<file path="config.mk">
export PLATFORM = sky130hd
export DESIGN_NAME = aes_round_sequencer_flat
export DESIGN_NICKNAME = d
export VERILOG_FILES = /design/src/rtl/aes_seq_pkg.sv /design/src/rtl/aes_round_sequencer_if.sv /design/src/rtl/aes_round_ctr.sv /design/src/rtl/aes_round_sequencer.sv /design/src/flat_wrapper.sv
export SDC_FILE = /design/constraint.sdc
export NUM_CORES = 1
export LEC_CHECK = 0
export ABC_CLOCK_PERIOD_IN_PS = 5900
export CORE_AREA = 2 2 209 211
export DETAILED_ROUTE_END_ITERATION = 10
export DIE_AREA = 0 0 211 213
export GPL_TIMING_DRIVEN = 0
export SLEW_MARGIN = 20
export SYNTH_ARGS = -nofsm -noshare
export SYNTH_HDL_FRONTEND = slang
export SYNTH_SLANG_ARGS = --single-unit
</file>
<file path="constraint.sdc">
create_clock -name Clk -period 5.9 [get_ports Clk]
set_input_delay 1.475 -clock Clk [delete_from_list [all_inputs] [get_ports Clk]]
set_output_delay 1.475 -clock Clk [all_outputs]
set_load 0.05 [all_outputs]
</file>
<file path="src/rtl/aes_seq_pkg.sv">
// rtl/aes_seq_pkg.sv - shared state encoding, stage-select constants and round-count helper
package aes_seq_pkg;

   localparam int DATA_W_DEF = 128;

   typedef enum logic [5:0] {
      S_IDLE = 6'b000001,
      S_ARK  = 6'b000010,
      S_SBT  = 6'b000100,
      S_SHR  = 6'b001000,
      S_MXC  = 6'b010000,
      S_DONE = 6'b100000
   } state_t;

   // msg_sel bit order is {ARK, SBT, SHR, MXC}
   localparam logic [3:0] SEL_NONE = 4'b0000;
   localparam logic [3:0] SEL_ARK  = 4'b1000;
   localparam logic [3:0] SEL_SBT  = 4'b0100;
   localparam logic [3:0] SEL_SHR  = 4'b0010;
   localparam logic [3:0] SEL_MXC  = 4'b0001;

   function automatic int nr_for_keylen(input int key_len);
      case (key_len)
         128:     return 10;
         192:     return 12;
         256:     return 14;
         default: return 0;
      endcase
   endfunction

endpackage

</file>
<file path="src/rtl/aes_round_sequencer_if.sv">
// rtl/aes_round_sequencer_if.sv - host handshake and stage bus of the round sequencer; Err exists with AES_SEQ_WATCHDOG_EN
interface aes_round_sequencer_if #(
   parameter int DATA_W = 128,
   parameter int KSEL_W = 4
);
   logic              Start;
   logic [DATA_W-1:0] PT;
   logic              Busy;
   logic              Done;
   logic [DATA_W-1:0] CT;
   logic              En_ARK, En_SBT, En_SHR, En_MXC;
   logic              Rst_ARK, Rst_SBT, Rst_SHR, Rst_MXC;
   logic              Ry_ARK, Ry_SBT, Ry_SHR, Ry_MXC;
   logic [DATA_W-1:0] msg_in;
   logic [DATA_W-1:0] Tx_out;
   logic [3:0]        msg_sel;
   logic [KSEL_W-1:0] KeySel;
`ifdef AES_SEQ_WATCHDOG_EN
   logic              Err;
`endif

   modport master (
      input  Start, PT, Ry_ARK, Ry_SBT, Ry_SHR, Ry_MXC, msg_in,
      output Busy, Done, CT, En_ARK, En_SBT, En_SHR, En_MXC,
             Rst_ARK, Rst_SBT, Rst_SHR, Rst_MXC, Tx_out, msg_sel, KeySel
`ifdef AES_SEQ_WATCHDOG_EN
      , output Err
`endif
   );

   modport slave (
      output Start, PT, Ry_ARK, Ry_SBT, Ry_SHR, Ry_MXC, msg_in,
      input  Busy, Done, CT, En_ARK, En_SBT, En_SHR, En_MXC,
             Rst_ARK, Rst_SBT, Rst_SHR, Rst_MXC, Tx_out, msg_sel, KeySel
`ifdef AES_SEQ_WATCHDOG_EN
      , input Err
`endif
   );

endinterface

</file>
<file path="src/rtl/aes_round_ctr.sv">
// rtl/aes_round_ctr.sv - AES round counter with clear, increment and saturation at NR
module aes_round_ctr #(
   parameter int NR     = 10,
   parameter int KSEL_W = 4
) (
   input  logic              Clk,
   input  logic              Rst,
   input  logic              clear,
   input  logic              incr,
   output logic [KSEL_W-1:0] round,
   output logic              is_final
);

   assign is_final = (round == KSEL_W'(NR));

   always_ff @(posedge Clk) begin
      if (Rst || clear) begin
         round <= '0;
      end else if (incr && !is_final) begin
         round <= round + 1'b1;
      end
   end

endmodule

</file>
<file path="src/rtl/aes_round_sequencer.sv">
// rtl/aes_round_sequencer.sv - AES encryption-round controller; AES_SEQ_WATCHDOG_EN adds a per-stage watchdog and Err
module aes_round_sequencer
   import aes_seq_pkg::*;
#(
   parameter int KEY_LEN = 128,
   parameter int DATA_W  = DATA_W_DEF,
   parameter int KSEL_W  = 4
`ifdef AES_SEQ_WATCHDOG_EN
   ,
   parameter int WD_CYCLES = 255
`endif
) (
   input logic                   Clk,
   input logic                   Rst,
   aes_round_sequencer_if.master bus
);

   localparam int NR = nr_for_keylen(KEY_LEN);

   if (NR == 0) begin : g_bad_key_len
      $error("aes_round_sequencer: KEY_LEN must be 128, 192 or 256");
   end
   if (DATA_W != 128) begin : g_bad_data_w
      $error("aes_round_sequencer: DATA_W must be 128");
   end
   if ((2 ** KSEL_W) <= NR) begin : g_bad_ksel_w
      $error("aes_round_sequencer: KSEL_W too narrow for NR");
   end

   state_t            state, state_nxt;
   logic [DATA_W-1:0] tx_q, ct_q;
   logic [KSEL_W-1:0] round;
   logic              is_final, ry_act, stage_act, start_ok, wd_expired;

   assign start_ok  = (state == S_IDLE) && bus.Start;
   assign stage_act = state inside {S_ARK, S_SBT, S_SHR, S_MXC};
   assign ry_act    = |(bus.msg_sel & {bus.Ry_ARK, bus.Ry_SBT, bus.Ry_SHR, bus.Ry_MXC});

   aes_round_ctr #(.NR(NR), .KSEL_W(KSEL_W)) u_round_ctr (
      .Clk      (Clk),
      .Rst      (Rst),
      .clear    (start_ok),
      .incr     ((state == S_ARK) && ry_act && !is_final),
      .round    (round),
      .is_final (is_final)
   );

   always_ff @(posedge Clk) begin
      if (Rst) state <= S_IDLE;
      else     state <= state_nxt;
   end

   always_comb begin
      state_nxt = state;
      case (state)
         S_IDLE:  if (bus.Start) state_nxt = S_ARK;
         S_ARK:   if (ry_act) state_nxt = is_final ? S_DONE : S_SBT;
         S_SBT:   if (ry_act) state_nxt = S_SHR;
         // the final round skips MixColumns
         S_SHR:   if (ry_act) state_nxt = is_final ? S_ARK : S_MXC;
         S_MXC:   if (ry_act) state_nxt = S_ARK;
         S_DONE:  state_nxt = S_IDLE;
         default: state_nxt = S_IDLE;
      endcase
      if (wd_expired) state_nxt = S_IDLE;
   end

   always_comb begin
      bus.msg_sel = SEL_NONE;
      case (state)
         S_ARK:   bus.msg_sel = SEL_ARK;
         S_SBT:   bus.msg_sel = SEL_SBT;
         S_SHR:   bus.msg_sel = SEL_SHR;
         S_MXC:   bus.msg_sel = SEL_MXC;
         default: bus.msg_sel = SEL_NONE;
      endcase
   end

   assign {bus.En_ARK, bus.En_SBT, bus.En_SHR, bus.En_MXC}     = bus.msg_sel;
   assign {bus.Rst_ARK, bus.Rst_SBT, bus.Rst_SHR, bus.Rst_MXC} = ~bus.msg_sel;

   always_ff @(posedge Clk) begin
      if (Rst) begin
         tx_q <= '0;
         ct_q <= '0;
      end else begin
         if (start_ok)                tx_q <= bus.PT;
         else if (stage_act && ry_act) tx_q <= bus.msg_in;
         if ((state == S_ARK) && ry_act && is_final) ct_q <= bus.msg_in;
      end
   end

   assign bus.Tx_out = tx_q;
   assign bus.CT     = ct_q;
   assign bus.KeySel = round;
   assign bus.Busy   = (state != S_IDLE);
   assign bus.Done   = (state == S_DONE);

`ifdef AES_SEQ_WATCHDOG_EN
   localparam int WD_W = $clog2(WD_CYCLES + 1);

   if (WD_CYCLES < 1) begin : g_bad_wd
      $error("aes_round_sequencer: WD_CYCLES must be at least 1");
   end

   logic [WD_W-1:0] wd_cnt;
   logic            err_q;

   assign wd_expired = stage_act && !ry_act && (wd_cnt == WD_W'(WD_CYCLES - 1));

   // counts cycles spent in the current stage visit; any state change restarts it
   always_ff @(posedge Clk) begin
      if (Rst) begin
         wd_cnt <= '0;
         err_q  <= 1'b0;
      end else begin
         if (!stage_act || (state_nxt != state)) wd_cnt <= '0;
         else                                     wd_cnt <= wd_cnt + 1'b1;
         if (wd_expired)    err_q <= 1'b1;
         else if (start_ok) err_q <= 1'b0;
      end
   end

   assign bus.Err = err_q;
`else
   assign wd_expired = 1'b0;
`endif

endmodule

</file>
<file path="src/flat_wrapper.sv">
// flat-port wrapper written by rule: the top's interface ports become plain ports
module aes_round_sequencer_flat import aes_seq_pkg::*;
#(
   parameter int KEY_LEN = 128,
   parameter int DATA_W  = DATA_W_DEF,
   parameter int KSEL_W  = 4

)
  (Clk, Rst, bus_Start, bus_PT, bus_Ry_ARK, bus_Ry_SBT, bus_Ry_SHR, bus_Ry_MXC, bus_msg_in, bus_Busy, bus_Done, bus_CT, bus_En_ARK, bus_En_SBT, bus_En_SHR, bus_En_MXC, bus_Rst_ARK, bus_Rst_SBT, bus_Rst_SHR, bus_Rst_MXC, bus_Tx_out, bus_msg_sel, bus_KeySel);
  aes_round_sequencer_if #(.DATA_W(DATA_W), .KSEL_W(KSEL_W)) bus_i ();
  input logic Clk;
  input logic Rst;
  input wire logic [$bits(bus_i.Start)-1:0] bus_Start;
  input wire logic [$bits(bus_i.PT)-1:0] bus_PT;
  input wire logic [$bits(bus_i.Ry_ARK)-1:0] bus_Ry_ARK;
  input wire logic [$bits(bus_i.Ry_SBT)-1:0] bus_Ry_SBT;
  input wire logic [$bits(bus_i.Ry_SHR)-1:0] bus_Ry_SHR;
  input wire logic [$bits(bus_i.Ry_MXC)-1:0] bus_Ry_MXC;
  input wire logic [$bits(bus_i.msg_in)-1:0] bus_msg_in;
  output wire logic [$bits(bus_i.Busy)-1:0] bus_Busy;
  output wire logic [$bits(bus_i.Done)-1:0] bus_Done;
  output wire logic [$bits(bus_i.CT)-1:0] bus_CT;
  output wire logic [$bits(bus_i.En_ARK)-1:0] bus_En_ARK;
  output wire logic [$bits(bus_i.En_SBT)-1:0] bus_En_SBT;
  output wire logic [$bits(bus_i.En_SHR)-1:0] bus_En_SHR;
  output wire logic [$bits(bus_i.En_MXC)-1:0] bus_En_MXC;
  output wire logic [$bits(bus_i.Rst_ARK)-1:0] bus_Rst_ARK;
  output wire logic [$bits(bus_i.Rst_SBT)-1:0] bus_Rst_SBT;
  output wire logic [$bits(bus_i.Rst_SHR)-1:0] bus_Rst_SHR;
  output wire logic [$bits(bus_i.Rst_MXC)-1:0] bus_Rst_MXC;
  output wire logic [$bits(bus_i.Tx_out)-1:0] bus_Tx_out;
  output wire logic [$bits(bus_i.msg_sel)-1:0] bus_msg_sel;
  output wire logic [$bits(bus_i.KeySel)-1:0] bus_KeySel;
  assign bus_i.Start = bus_Start;
  assign bus_i.PT = bus_PT;
  assign bus_i.Ry_ARK = bus_Ry_ARK;
  assign bus_i.Ry_SBT = bus_Ry_SBT;
  assign bus_i.Ry_SHR = bus_Ry_SHR;
  assign bus_i.Ry_MXC = bus_Ry_MXC;
  assign bus_i.msg_in = bus_msg_in;
  assign bus_Busy = bus_i.Busy;
  assign bus_Done = bus_i.Done;
  assign bus_CT = bus_i.CT;
  assign bus_En_ARK = bus_i.En_ARK;
  assign bus_En_SBT = bus_i.En_SBT;
  assign bus_En_SHR = bus_i.En_SHR;
  assign bus_En_MXC = bus_i.En_MXC;
  assign bus_Rst_ARK = bus_i.Rst_ARK;
  assign bus_Rst_SBT = bus_i.Rst_SBT;
  assign bus_Rst_SHR = bus_i.Rst_SHR;
  assign bus_Rst_MXC = bus_i.Rst_MXC;
  assign bus_Tx_out = bus_i.Tx_out;
  assign bus_msg_sel = bus_i.msg_sel;
  assign bus_KeySel = bus_i.KeySel;
  aes_round_sequencer #(.KEY_LEN(KEY_LEN), .DATA_W(DATA_W), .KSEL_W(KSEL_W)) u_core (.Clk(Clk), .Rst(Rst), .bus(bus_i));
endmodule
</file>
; After elaboration in Yosys (flattened, before gate mapping)
; Index checks and enable logic that the tools add are counted.
[totals]
reg_bits = 266
in_bits = 263
out_inout_bits = 274
[op_classes]
addsub = 1
eq_ne = 13
n_mux = 11
bitwise = 2
reduce_logical = 12
[op_table]
columns = cell, count
row1 = $mux W128, 2
row2 = $mux W6, 6
row3 = $pmux W6 S5, 1
row4 = $pmux W4 S4, 1
row5 = $ne A2 B1 Y1 const B, 4
row6 = $eq A6 B1 Y1 const B, 1
row7 = $eq A6 B2 Y1 const B, 1
row8 = $eq A6 B3 Y1 const B, 1
row9 = $eq A6 B4 Y1 const B, 1
row10 = $eq A6 B5 Y1 const B, 1
row11 = $eq A6 B6 Y1 const B, 1
row12 = $logic_and A1 B1 Y1, 6
row13 = $ne A6 B1 Y1 const B, 1
row14 = $mux W5, 1
row15 = $reduce_and A5 Y1, 1
row16 = $add A4 B1 Y4 const B, 1
row17 = $and A4 B4 Y4, 1
row18 = $eq A4 B4 Y1 const B, 1
row19 = $not A4 Y4, 1
row20 = $reduce_bool A4 Y1, 1
row21 = $reduce_or A4 Y1, 1
row22 = $ne A2 B2 Y1 const B, 1
row23 = $reduce_bool A2 Y1, 1
row24 = $logic_not A1 Y1, 1
row25 = $logic_or A1 B1 Y1, 1

; Depth between registers and ports, before layout
[logic_depth]
ltp_word = 7
mapped_depth = 10
mapped_depth_nobuf = 7

; Hierarchy
; A second synthesis with hierarchy kept.
[unflattened]
cells_unflattened = 1355
hier_area_um2 = 10578.9
[modules_own_cells]
columns = mod, instances, cells_per_inst, area_per_inst_um2, seq_area_each_um2
row1 = aes_round_sequencer, 1, 1332, 10361.2, 5245.0
row2 = aes_round_ctr, 1, 23, 217.7, 80.1

; Least setup slack after synthesis
; OpenSTA, ideal clock, no wires.
[synth_timing]
path_type = flip-flop to output port
startpoint = reg u_core.state[4]
endpoint = out bus_Rst_SBT
arrival_ns = 2.870
path_slack_ns = 1.555
stages_incl_launch_ff = 5
path_cell_list = dfxtp_1 buf_2 or4_1 nor3b_1 inv_1
[synth_via]
elab_chain_len = 3
word_cells_on_any_way = 6
[synth_rtl]
columns = element, line_no
row1 = start: declaration, aes_round_sequencer.sv:30  ; state_t state, state_nxt;
row2 = start signal: assignment, aes_round_sequencer.sv:50  ; else state <= state_nxt;
row3 = $eq A6 B5 Y1 (tied with other cells), aes_round_sequencer.sv:70  ; case (state)
row4 = $pmux W4 S4 *, aes_round_sequencer.sv:70
row5 = net bus_En_SBT, flat_wrapper.sv:24  ; output wire logic [$bits(bus_i.En_SBT)-1:0] bus_En_SBT;
row6 = $not A4 Y4 *, aes_round_sequencer.sv:80  ; assign {bus.Rst_ARK, bus.Rst_SBT, bus.Rst_SHR, bus.Rst_MXC} = ~bus.msg_sel;
row7 = end: declaration, flat_wrapper.sv:28  ; output wire logic [$bits(bus_i.Rst_SBT)-1:0] bus_Rst_SBT;
; Mark *: on every way through the listed nets, which the timed path passes. The rest lies on a longest branch.

; Worst setup path in the final report
[layout_timing]
startpoint = reg u_core.state[4]
endpoint = out bus_msg_sel[2]
[layout_via]
elab_chain_len = 2
word_cells_on_any_way = 5
[layout_rtl]
columns = element, line_no
row1 = $eq A6 B5 Y1 (tied with other cells), aes_round_sequencer.sv:70
row2 = $pmux W4 S4 *, aes_round_sequencer.sv:70
row3 = end: declaration, flat_wrapper.sv:32  ; output wire logic [$bits(bus_i.msg_sel)-1:0] bus_msg_sel;
; Every way passes the cells marked *; elsewhere a longest branch is shown, timed or not.

==> impl_metrics.env <==
export IMPL_hold_path_class="flop to flop"
export IMPL_synth_edf_count=0
export IMPL_finalHoldViolCount=0
export IMPL_h_tree_depth=2
export IMPL_cts_root_buf="clkbuf_16"
export IMPL_cts_hold_buf=0
export IMPL_antenna_found_initial=6
export IMPL_required_ns=4.43
export IMPL_vdd_ir_drop_max_mv=0.143
export IMPL_crit_start="u_core.state[4]"
export IMPL_die_area_um2=44900
export IMPL_io_buffers=535
export IMPL_dp_hpwl_mm=35.9
export IMPL_postSynthCellCount=1202
export IMPL_worst_path_buf_inv=3
export IMPL_synthTopCellsByArea="dfxtp_1 (48%), mux2i_1 (12%), a211oi_2 (11%)"
export IMPL_final_setup_skew_ns=0.0188
export IMPL_path_clk_slew_ns=0.05
export IMPL_slowest_stage="clkdlybuf4s50_1"
export IMPL_rsz0062_at_grt="false"
export IMPL_crit_type="flop to primary output"
export IMPL_via_count=11000
export IMPL_grt_pass1_wl_mm=67.4
export IMPL_synth_ff_type="dfxtp_1"
export IMPL_r2r_end="u_core.bus.CT[94]"
export IMPL_max_clock_path_buffers=3
export IMPL_worstHoldEndpoint="u_core.bus.CT[1]"
export IMPL_layout_drive_gt1_share_pct=10.8
export IMPL_syn_avg_cell_area_um2=9.21
export IMPL_ys_seq_area_share_pct=48.1
export IMPL_die_w_um=211
export IMPL_min_period_over_period_pct=78.3
export IMPL_p_leak_nw=6.76
export IMPL_post_cts_resized=0
export IMPL_crit_arrival_ns=3.14
export IMPL_rrSetupSlack_ns=2.81
export IMPL_multi_input_area_um2=5190
export IMPL_first_pass_iters=5
export IMPL_coreArea_um2=42700
export IMPL_cp_depth=5
export IMPL_cp_max_fo=10
export IMPL_cts_buffers=34
export IMPL_gp_congestion=0.870
export IMPL_drv_cap=0
export IMPL_ys_ff_latch=266
export IMPL_worst_slack_ns=1.28
export IMPL_clkLatencyLatePin_ns=0.53
export IMPL_post_cts_buffers=0
export IMPL_drtIter0Drc=527
export IMPL_synth_cell_type_count=37
export IMPL_hold_depth=2
export IMPL_place_ws_ns=1.75
export IMPL_synth_top_area_share_pct=48.1
export IMPL_min_period_ns=4.62
export IMPL_path_cells="buf_2 > or4_1 > nor3b_1 > buf_4 > clkdlybuf4s50_1"
export IMPL_cpPeakStageDelay_ns=0.79
export IMPL_status="finished, final reports clean"
export IMPL_routed_via_density=4.70
export IMPL_routed_wl_mm=46.8
export IMPL_layout_nets=2038
export IMPL_cts_tree="done"
export IMPL_antenna_left=0
export IMPL_fp_dieH_um=213
export IMPL_crit_family="buffers and inverters"
export IMPL_drt_drc_violations_left=0
export IMPL_io_pins=537
export IMPL_async_flop_share_pct=0
export IMPL_start_util_pct=25.9
export IMPL_layout_common_cells="clkdlybuf4s50_1 (535), dfxtp_1 (266), nand2_1 (263)"
export IMPL_wl_per_cell_um=20.0
export IMPL_critPathLaunchType="flop"
export IMPL_yosys_area_top_type="dfxtp_1"
export IMPL_grt_max_degree=13
export IMPL_final_common_cell="clkdlybuf4s50_1"
export IMPL_maxSlewViolCount=0
export IMPL_slew_headroom_pct=31.8
export IMPL_seqCellArea_um2=5330
export IMPL_area_growth_pct=64.6
export IMPL_ff2ff_path_depth=9
export IMPL_power_density_nw_per_um2=323
export IMPL_hold_start="u_core.bus.CT[1]"
export IMPL_syn_nets=1467
export IMPL_max_freq_mhz=217
export IMPL_overflow=0
export IMPL_nFillCells=4197
export IMPL_cp_end_kind="primary output"
export IMPL_fin_setup_tns_ns=0
export IMPL_first_global_vias=11100
export IMPL_setup_violations=0
export IMPL_num_rows=76
export IMPL_yosysWarnings=0
export IMPL_syn_area_um2=11100
export IMPL_gr_usage_all_layers_pct=19.9
export IMPL_worst_slew_pin_slew_ns=1.02
export IMPL_rr_startpoint="u_core.state[4]"
export IMPL_cts_sinks=266
cell usage after synthesis, drive strengths merged, types with 3 or more instances:
cell type / n
buf: 35
inv: 6
a21oi: 133
dfxtp: 266
nand2: 263
mux2i: 128
clkbuf: 70
nor2: 138
nor3: 4
a211oi: 129
nand3b: 3
power by group:
| group | switching (mW) | total, mW | internal, mW |
|---|---|---|---|
| sequential | 0.0800 | 2.02 | 1.94 |
| clock | 0.812 | 2.08 | 1.27 |
| combinational | 1.10 | 1.78 | 0.676 |
logic make-up (layout without fill, tap and decap cells):
family | Yosys count | in the layout | synth area share (%)
mux | 128 | 128 | 11.6
flops | 266 | 266 | 48.1
simple gates | 424 | 424 | 15.1
xor+xnor | 3 | 3 | 0.237
compound gates | 268 | 268 | 19.7
fa+ha+maj | 2 | 2 | 0.226
buf+inv | 111 | 701 | 5.06
other cells | 0 | 2 | 0
routing by layer:
layer	global-route usage (%)	up-vias	share of wire, %
met5	0	-	0.10
met4	8.91	8	4.0
met3	5.21	116	6.9
met2	33.2	402	47
met1	24.2	5211	42
li1	-	5266	-
worst min-delay path, stage by stage, from the launching register on:
cell	delay, ns
dfxtp_1	0.30
nand2_1	0.05
a21oi_1	0.05
through the flow:
step	hold slack [ns]	cell area, um^2	utilization (%)	power (mW)	std cells
after floorplan	0.499	11100	-	3.15	1202
after global placement	0.442	17100	40.1	3.83	2283
after detailed placement	0.445	17100	40.1	3.85	2283
after CTS	0.452	18200	42.7	5.95	2338
after global routing	0.468	18200	42.7	6.11	2340
final	0.450	18200	42.7	5.88	2340
area by class of cell:
class                           count  area share (%)
Antenna cell                        2          0.0275
Buffer                            105            2.99
Clock buffer                       45            5.46
Clock inverter                     10           0.597
Inverter                            6           0.124
Multi-Input combinational cell    825            28.5
Sequential cell                   266            29.2
Tap cell                          546            3.75
Timing Repair Buffer              535            29.4
how the worst max path moves through the flow:
stage	endpoint	slack, ns
2_1_floorplan	bus_Rst_SBT	1.56
3_3_place_gp	u_core.bus.Tx_out[116]	1.37
3_5_place_dp	u_core.bus.Tx_out[116]	1.75
4_1_cts	bus_msg_sel[2]	1.21
5_1_grt	bus_msg_sel[2]	1.15
6_report	bus_msg_sel[2]	1.28
state kept, by name, indices dropped and copies added, names as in the netlist:
register,cells
u_core.state,6
u_core.u_round_ctr.round,4
u_core.bus.CT,128
u_core.bus.Tx_out,128
(Power assumes the default switching activity.)
